==> src/rtl/board_init_shuffler.sv <==
`timescale 1ns/1ps
// board_init_shuffler
//
// Purpose: builds a fresh 4x4 memory board (8 tile IDs, each placed twice) by
// filling an ordered ID array, shuffling it with a Fisher-Yates walk driven by
// a free-running 16-bit Galois LFSR, then streaming all 16 tile bytes into the
// shared tile RAM and pulsing done.
//
// Tile byte format: [7:2] tile ID (zero-extended), [1] flipped, [0] cursor.
//
// Ports:
//   clk         system clock, rising edge
//   reset       asynchronous, active-high reset
//   start       level input; a rising edge requests a new board (IDLE only)
//   busy        high from accepted start until done
//   done        one-cycle pulse after the last RAM write
//   ram_addr    tile RAM address (holds its last value outside WRITE)
//   ram_wdata   tile RAM write data (holds its last value outside WRITE)
//   ram_we      tile RAM write enable, one write per cycle during WRITE
//   lfsr_state  current LFSR value (debug)
//
// Optional build macro: DETERMINISTIC_BOARD_EN
//   defined   -> shuffle is skipped, slot k holds ID k>>1 (18-cycle latency)
//   undefined -> full LFSR shuffle
//
// State table:
//   S_IDLE    | waiting for a start rising edge
//   S_FILL    | load arr[k] = k>>1, i = 15, rej = 0
//   S_SHUFFLE | one draw per cycle, swap arr[i] with arr[lfsr[3:0]]
//   S_WRITE   | write slot k (0..15) to the tile RAM
//   S_DONE    | one-cycle done pulse

module board_init_shuffler #(
  parameter logic [15:0] SEED         = 16'hACE1,
  parameter int          REJECT_LIMIT = 8
) (
  input  logic        clk,
  input  logic        reset,
  input  logic        start,
  output logic        busy,
  output logic        done,
  output logic [3:0]  ram_addr,
  output logic [7:0]  ram_wdata,
  output logic        ram_we,
  output logic [15:0] lfsr_state
);

  typedef enum logic [2:0] {
    S_IDLE    = 3'd0,
    S_FILL    = 3'd1,
    S_SHUFFLE = 3'd2,
    S_WRITE   = 3'd3,
    S_DONE    = 3'd4
  } state_t;

  // An all-zero seed would lock the LFSR at zero forever.
  localparam logic [15:0] SEED_EFF = (SEED == 16'h0000) ? 16'h0001 : SEED;
  localparam logic [2:0]  REJ_MAX  = 3'(REJECT_LIMIT - 1);

  state_t      state, state_nxt;
  logic [15:0] lfsr, lfsr_nxt;
  logic        start_prev;
  logic        start_pulse;
  logic [2:0]  arr [16];
  logic [3:0]  i;
  logic [2:0]  rej;
  logic [3:0]  k;
  logic [3:0]  addr_q;
  logic [7:0]  wdata_q;

  logic [3:0]  r;
  logic        accept;
  logic        fallback;
  logic        draw_done;
  logic [7:0]  wdata_cur;

  assign lfsr_nxt    = {1'b0, lfsr[15:1]} ^ (lfsr[0] ? 16'hB400 : 16'h0000);
  assign lfsr_state  = lfsr;
  assign start_pulse = start & ~start_prev;

  // Draws above i are rejected; after REJECT_LIMIT consecutive rejects the
  // position is left in place so the walk always advances.
  assign r         = lfsr[3:0];
  assign accept    = (r <= i);
  assign fallback  = !accept && (rej == REJ_MAX);
  assign draw_done = accept || fallback;

  assign wdata_cur = {3'b000, arr[k], 1'b0, (k == 4'd0)};

  always_ff @(posedge clk or posedge reset) begin
    if (reset) begin
      state <= S_IDLE;
    end else begin
      state <= state_nxt;
    end
  end

  always_comb begin
    state_nxt = state;
    busy      = 1'b0;
    done      = 1'b0;
    ram_we    = 1'b0;
    ram_addr  = addr_q;
    ram_wdata = wdata_q;
    case (state)
      S_IDLE: begin
        if (start_pulse) state_nxt = S_FILL;
      end
      S_FILL: begin
        busy = 1'b1;
`ifdef DETERMINISTIC_BOARD_EN
        state_nxt = S_WRITE;
`else
        state_nxt = S_SHUFFLE;
`endif
      end
      S_SHUFFLE: begin
        busy = 1'b1;
        if (draw_done && (i == 4'd1)) state_nxt = S_WRITE;
      end
      S_WRITE: begin
        busy      = 1'b1;
        ram_we    = 1'b1;
        ram_addr  = k;
        ram_wdata = wdata_cur;
        if (k == 4'd15) state_nxt = S_DONE;
      end
      S_DONE: begin
        done      = 1'b1;
        state_nxt = S_IDLE;
      end
      default: state_nxt = S_IDLE;
    endcase
  end

  // Datapath: LFSR runs in every state so idle time between boards varies
  // the shuffle.
  always_ff @(posedge clk or posedge reset) begin
    if (reset) begin
      lfsr       <= SEED_EFF;
      start_prev <= 1'b0;
      i          <= 4'd0;
      rej        <= 3'd0;
      k          <= 4'd0;
      addr_q     <= 4'd0;
      wdata_q    <= 8'd0;
      for (int n = 0; n < 16; n++) arr[n] <= 3'd0;
    end else begin
      lfsr       <= lfsr_nxt;
      start_prev <= start;
      case (state)
        S_FILL: begin
          for (int n = 0; n < 16; n++) arr[n] <= 3'(n >> 1);
          i   <= 4'd15;
          rej <= 3'd0;
          k   <= 4'd0;
        end
        S_SHUFFLE: begin
          if (accept) begin
            arr[i] <= arr[r];
            arr[r] <= arr[i];
            rej    <= 3'd0;
          end else if (fallback) begin
            rej <= 3'd0;
          end else begin
            rej <= rej + 3'd1;
          end
          if (draw_done) begin
            if (i == 4'd1) k <= 4'd0;
            else           i <= i - 4'd1;
          end
        end
        S_WRITE: begin
          addr_q  <= k;
          wdata_q <= wdata_cur;
          if (k != 4'd15) k <= k + 4'd1;
        end
        default: ;
      endcase
    end
  end

endmodule

==> config.mk <==
export PLATFORM = sky130hd
export DESIGN_NAME = board_init_shuffler
export DESIGN_NICKNAME = d
export VERILOG_FILES = /design/src/rtl/board_init_shuffler.sv
export SDC_FILE = /design/constraint.sdc
export NUM_CORES = 1
export LEC_CHECK = 0
export CORE_UTILIZATION = 60
export CTS_BUF_LIST = sky130_fd_sc_hd__clkbuf_2
export CTS_CLUSTER_DIAMETER = 80
export DETAILED_ROUTE_END_ITERATION = 8
export GPL_TIMING_DRIVEN = 0
export HOLD_SLACK_MARGIN = 0.03
export PLACE_DENSITY = 0.8
export RECOVER_POWER = 100
export SETUP_SLACK_MARGIN = 0.05
export SLEW_MARGIN = 20
export SYNTH_ARGS = -nofsm -noshare
export SYNTH_HDL_FRONTEND = slang
export SYNTH_SLANG_ARGS = --single-unit
export TNS_END_PERCENT = 1
==> constraint.sdc <==
create_clock -name clk -period 7.75 [get_ports clk]
set_input_delay 0.775 -clock clk [delete_from_list [all_inputs] [get_ports clk]]
set_output_delay 0.775 -clock clk [all_outputs]
set_load 0.02 [all_outputs]
Word level (Yosys, flattened, before mapping):

Index checks and enable logic that the tools add are counted.

* register bits: 91
* output and inout bits: 31
* input port bits: 3
* logic and storage cells: 107

* multiplexer cells: 37
* reduce and logical (&&, ||, !) cells: 15
* bitwise operators: 6
* $lt $le $gt $ge: 6
* $add $sub $neg: 3
* equal/unequal tests: 16

Operators with widths (number)
* $bwmux W48: 2
* $pmux W48 S2: 1
* $mux W48: 1
* $mux W3: 13
* $bmux W3 S4: 3
* $demux W3 S4: 2
* $mux W4: 6
* $mux W16: 1
* $ne A2 B2 Y1 const B: 8
* $xor A15 B16 Y16: 1
* $ge A5 B5 Y1 const B: 3
* $not A4 Y5: 3
* $pmux W3 S4: 1
* $pmux W4 S3: 1
* $lt A5 B1 Y1 const B: 2
* $mux W8: 1
* $pmux W4 S2: 1
* $eq A3 B2 Y1 const B: 2
* $eq A3 B3 Y1 const B: 2
* $pmux W3 S2: 1
* $reduce_and A3 Y1: 2
* $add A4 B1 Y4 const B: 1
* $eq A4 B1 Y1 const B: 1
* $eq A4 B4 Y1 const B: 1
* other kinds (18): 23

Depth between registers and ports, before layout:

* word-level depth: 9
* mapped depth: 13
* depth with buffers taken out: 8

Least setup slack after synthesis:

OpenSTA, ideal clock, no wires.

* path type: reg-to-output
* from: register k[0]
* to: output port ram_wdata[2]
* path buffers: 2
* setup slack: 4820 ps
* arrival time: 2155 ps
* cell stages (with the launch flop): 7
* required time: 6975 ps
* path through: dfrtp_1 clkbuf_1 buf_2 mux4_2 mux4_2 nand2_1 nand2_1

* cells in the longest elaborated chain, start to end: 5

Ends and longest elaborated chain
* start: declaration: line 67 `logic [3:0] k;`
* start signal: assignment: line 176 `if (k != 4'd15) k <= k + 4'd1;`
* $not A4 Y5 (not written as such): line 88 `assign wdata_cur = {3'b000, arr[k], 1'b0, (k == 4'd0)};`
* $bmux W3 S4: line 88
* $mux W3 (not written as such) (2 in series): line 88
* $mux W8: line 105 `case (state)`
* end: declaration: line 43 `output logic [7:0] ram_wdata,`

No other way between the ends. The select of a mux whose other input is x is not followed.

Worst setup path after layout:

* from: register lfsr[0] (netlist: lfsr_state[0])
* to: register arr[15] in the netlist's numbering

* cells in the longest elaborated chain, start to end: 8
* elaborated cells on any way between the ends: 16
* those cells by class: order compare (3); eq/ne (1); mux (9); bitwise (1); reduce/logical (2)

Ends and longest elaborated chain
* start: declaration: line 61 `logic [15:0] lfsr, lfsr_nxt;`
* start signal: assignment: line 149 `lfsr <= lfsr_nxt;`
* $not A4 Y5 (not written as such): line 160, 161
* $ge A5 B5 Y1 (not written as such) (tied with other cells): line 161 `arr[r] <= arr[i];`
* $logic_and A1 B1 Y1 (not written as such) / $mux W3 (equally long branches): line 161, 160
* $mux W3 (on tied branches): line 161, 160
* $demux W3 S4 / $bwmux W48 (equally long branches): line 161, 160
* $bwmux W48: line 161
* $mux W48: line 159 `if (accept) begin`
* $pmux W48 S2: line 151 `case (state)`
* end signal: indexed assignment: line 160 `arr[i] <= arr[r];`
* end signal: indexed assignment: line 161
* end: declaration: line 64 `logic [2:0] arr [16];`

Several ways; a longest one is shown, not always the timed one. The select of a mux whose other input is x is not followed.
A chain may end at the register's enable or synchronous reset.

==> run summary <==
Buffers on Ports -> 33
met3 usage -> 0.112
share of layout cells above drive strength 1 -> 0.141
Tot Pwr -> 2.46 mW
most common cell after layout, fill and taps aside -> dfrtp_1
# nets final -> 620
CP Max Fanout -> 10
HPWL after DPL -> 13500 um
Net Count, Synth -> 575
final wirelength -> 19200 um
largest family of logic cells by synthesized area -> simple AND/OR/NAND/NOR gates
Worst Reg-to-Reg Cells -> 11
first-pass GRT wire length -> 29000 um
Reg2Reg Setup Slack -> 2450 ps
Top FF cell, synth -> dfrtp_1
simple-gate share of the synthesized area -> 0.196
via count -> 5180
Max Fclk -> 0.189 GHz
post-synthesis mux area share -> 0.158
WP data required -> 8260 ps
Worst-path clk slew -> 300 ps
hold path depth -> 0
post-synthesis adder-cell area fraction -> 0.0286
part of the cycle the worst path needs -> 0.683
sequential cell area fraction in the yosys report -> 0.403
die span in x -> 99.3 um
pre-CTS setup slack -> 3940 ps
RSZ-0062 raised after global routing -> no
Worst setup EP type -> flop
area fraction of the dominant cell type after synthesis -> 0.366
fin util -> 0.678
Compound-Gate Fraction of Synth Area -> 0.148
CTS tree -> done
Ys Warns -> 0
worst path arrival time -> 5800 ps
CP max stage delay -> 660 ps
R2R Path End -> arr[15]
worst r2r src -> lfsr_state[0]
Unique masters post-synth -> 50
violated checks -> capacitance limit, slew limit
Relative slew margins -> -1.19
Hold EP -> lfsr_state[5]
Sink Count -> 91
critical path class -> reg -> reg
Initial DRT Pass Iterations -> 5
clk buf depth -> 2
hold_sp -> lfsr_state[6]
Post-Route Skew -> 40.3 ps
GR Layer Usage met2 -> 0.621
DRC viols -> 0
CTS Root Cell -> clkbuf_2
CTS-repair resized insts -> 0
Iteration-0 DRC Markers -> 657
Initial Util -> 0.617
met1 Track Usage GR -> 0.531
most frequent cells in the layout -> dfrtp_1, nand2_1, nor3_1, a21oi_1
final hold viol count -> 0
max_cap viols -> 2
HP Class -> reg -> reg
Mapped Area -> 5680 um^2
antenna violations before repair -> 1
ranking of synthesized cells by area -> dfrtp_1, mux4_2, nand2_1, dfstp_2, nor3_1
critical path cell sequence -> clkbuf_1 > clkbuf_1 > clkbuf_1 > inv_1 > ha_1 > a32o_1 > a21o_1 > clkbuf_1 > clkbuf_1 > a21oi_1 > a211oi_1
Num CTS Buffers -> 9
placed cells -> 704
Tot GR Track Use -> 0.408
Startpoint Class -> flop
outcome -> finished with violations
EDFF count, synth -> 0
asr flop ratio synth -> 1.00
worst-skew pair later-pin latency -> 600 ps
Die Area -> 9860 um^2
# IOs -> 34
post-place instance area -> 6180 um^2
H-tree Lvls -> 3
Die Ht -> 99.3 um
Non-Filler Instances -> 721
VDD IR max -> 0.240 mV
core area -> 9200 um^2
worst hold slack -> 362 ps
Setup Viol. Count Final -> 0
Worst Setup Slack, final -> 2450 ps
xor and xnor area share after synthesis -> 0.00463
vias in the first global route -> 4966
Final Slew Violations -> 94
Vias/cell -> 7.18
most used routing layer -> met2
Leak -> 2.66 nW
global route overflow -> 0
Avg WL per Cell -> 26.7 um
minimum clock period -> 5300 ps
cell area after layout -> 6240 um^2
Slew @ Worst Pin -> 3290 ps
Antenna Violating Nets Remaining -> 0
setup bufs post-CTS -> 0
Mean Syn Cell Area -> 10.2 um^2
Post-CTS Hold Buffers -> 0
pwr dens -> 394 nW/um^2
Final Wtd Congestion -> 1.08
cell accounting for the most synthesized area -> dfrtp_1
flops & latches, synth -> 91
setup_tns -> 0 ps
Gate Count Post-Synth -> 559
row count -> 35
Critical-path top delay cell -> clkbuf_1
largest net degree at the start of global routing -> 58
Syn-to-layout area delta -> 9.83%
Crit path top cell by count -> clkbuf_1
-- synthesized netlist by cell type (11+ instances only) --
cell      number
a21oi_1       39
a221o_1       19
buf_2         12
buf_4         14
clkbuf_1      25
dfrtp_1       83
ha_1          13
inv_1         11
mux4_2        36
nand2_1       69
nand3_1       28
nor2_1        36
nor3_1        42
-- power by group --
part           switching, mW  total (mW)  internal [mW]
clock                  0.185       0.234         0.0487
combinational          0.951        1.47          0.523
sequential             0.145       0.751          0.605
total                   1.28        2.46           1.18
-- layer usage --
metal  vias to the layer above  routed length (um)
met3                        93                2450
met2                       444                8570
met1                      2447                7120
met4                         0                1090
met5                         -                   0
li1                       2196                   -
-- kinds of logic (layout without fill, tap and decap cells) --
family / Yosys count / in the layout
other cells: 0 / 1
xor+xnor: 3 / 3
buf+inv: 68 / 118
simple gates: 229 / 229
flops: 91 / 91
fa+ha+maj: 13 / 13
mux: 40 / 40
compound gates: 115 / 115
-- flip-flops by register name (all words and copies together) (netlist names) --
register and count:
arr 48, lfsr_state 16, wdata_q 8, addr_q 4
i 4, k 4, rej 3, state 3
start_prev 1
-- worst max-delay path by stage --
| stage | from | end | slack (ps) | cells after the start |
|---|---|---|---|---|
| global route | lfsr_state[0] | arr[15] | 2300 | 11 |
| finish | lfsr_state[0] | arr[15] | 2450 | 11 |
| detailed placement | k[0] | ram_wdata[3] | 3940 | 7 |
| global placement | reset | arr[2] | 3270 | 2 |
| CTS | k[0] | ram_wdata[3] | 3280 | 7 |
| floorplan | reset | addr_q[0] | 4620 | 1 |
-- worst max-delay path: cells and delay by family (launching register included) --
kind / cells / cell delay, ps
compound gates: 4 / 1040
buf+inv: 6 / 3210
fa+ha+maj: 1 / 350
flops: 1 / 630
-- layout make-up --
type                       instances  area, um^2
multi-input combinational        400        3040
fill                             727        2960
sequential                        91        2290
timing repair buffer              34         334
buffer                            56         289
tap                              111         139
clock buffer                      10        50.0
clock inverter                     6        50.0
inverter                          12        46.3
antenna                            1        2.50
Note: power is estimated with default switching activity, not from simulation.
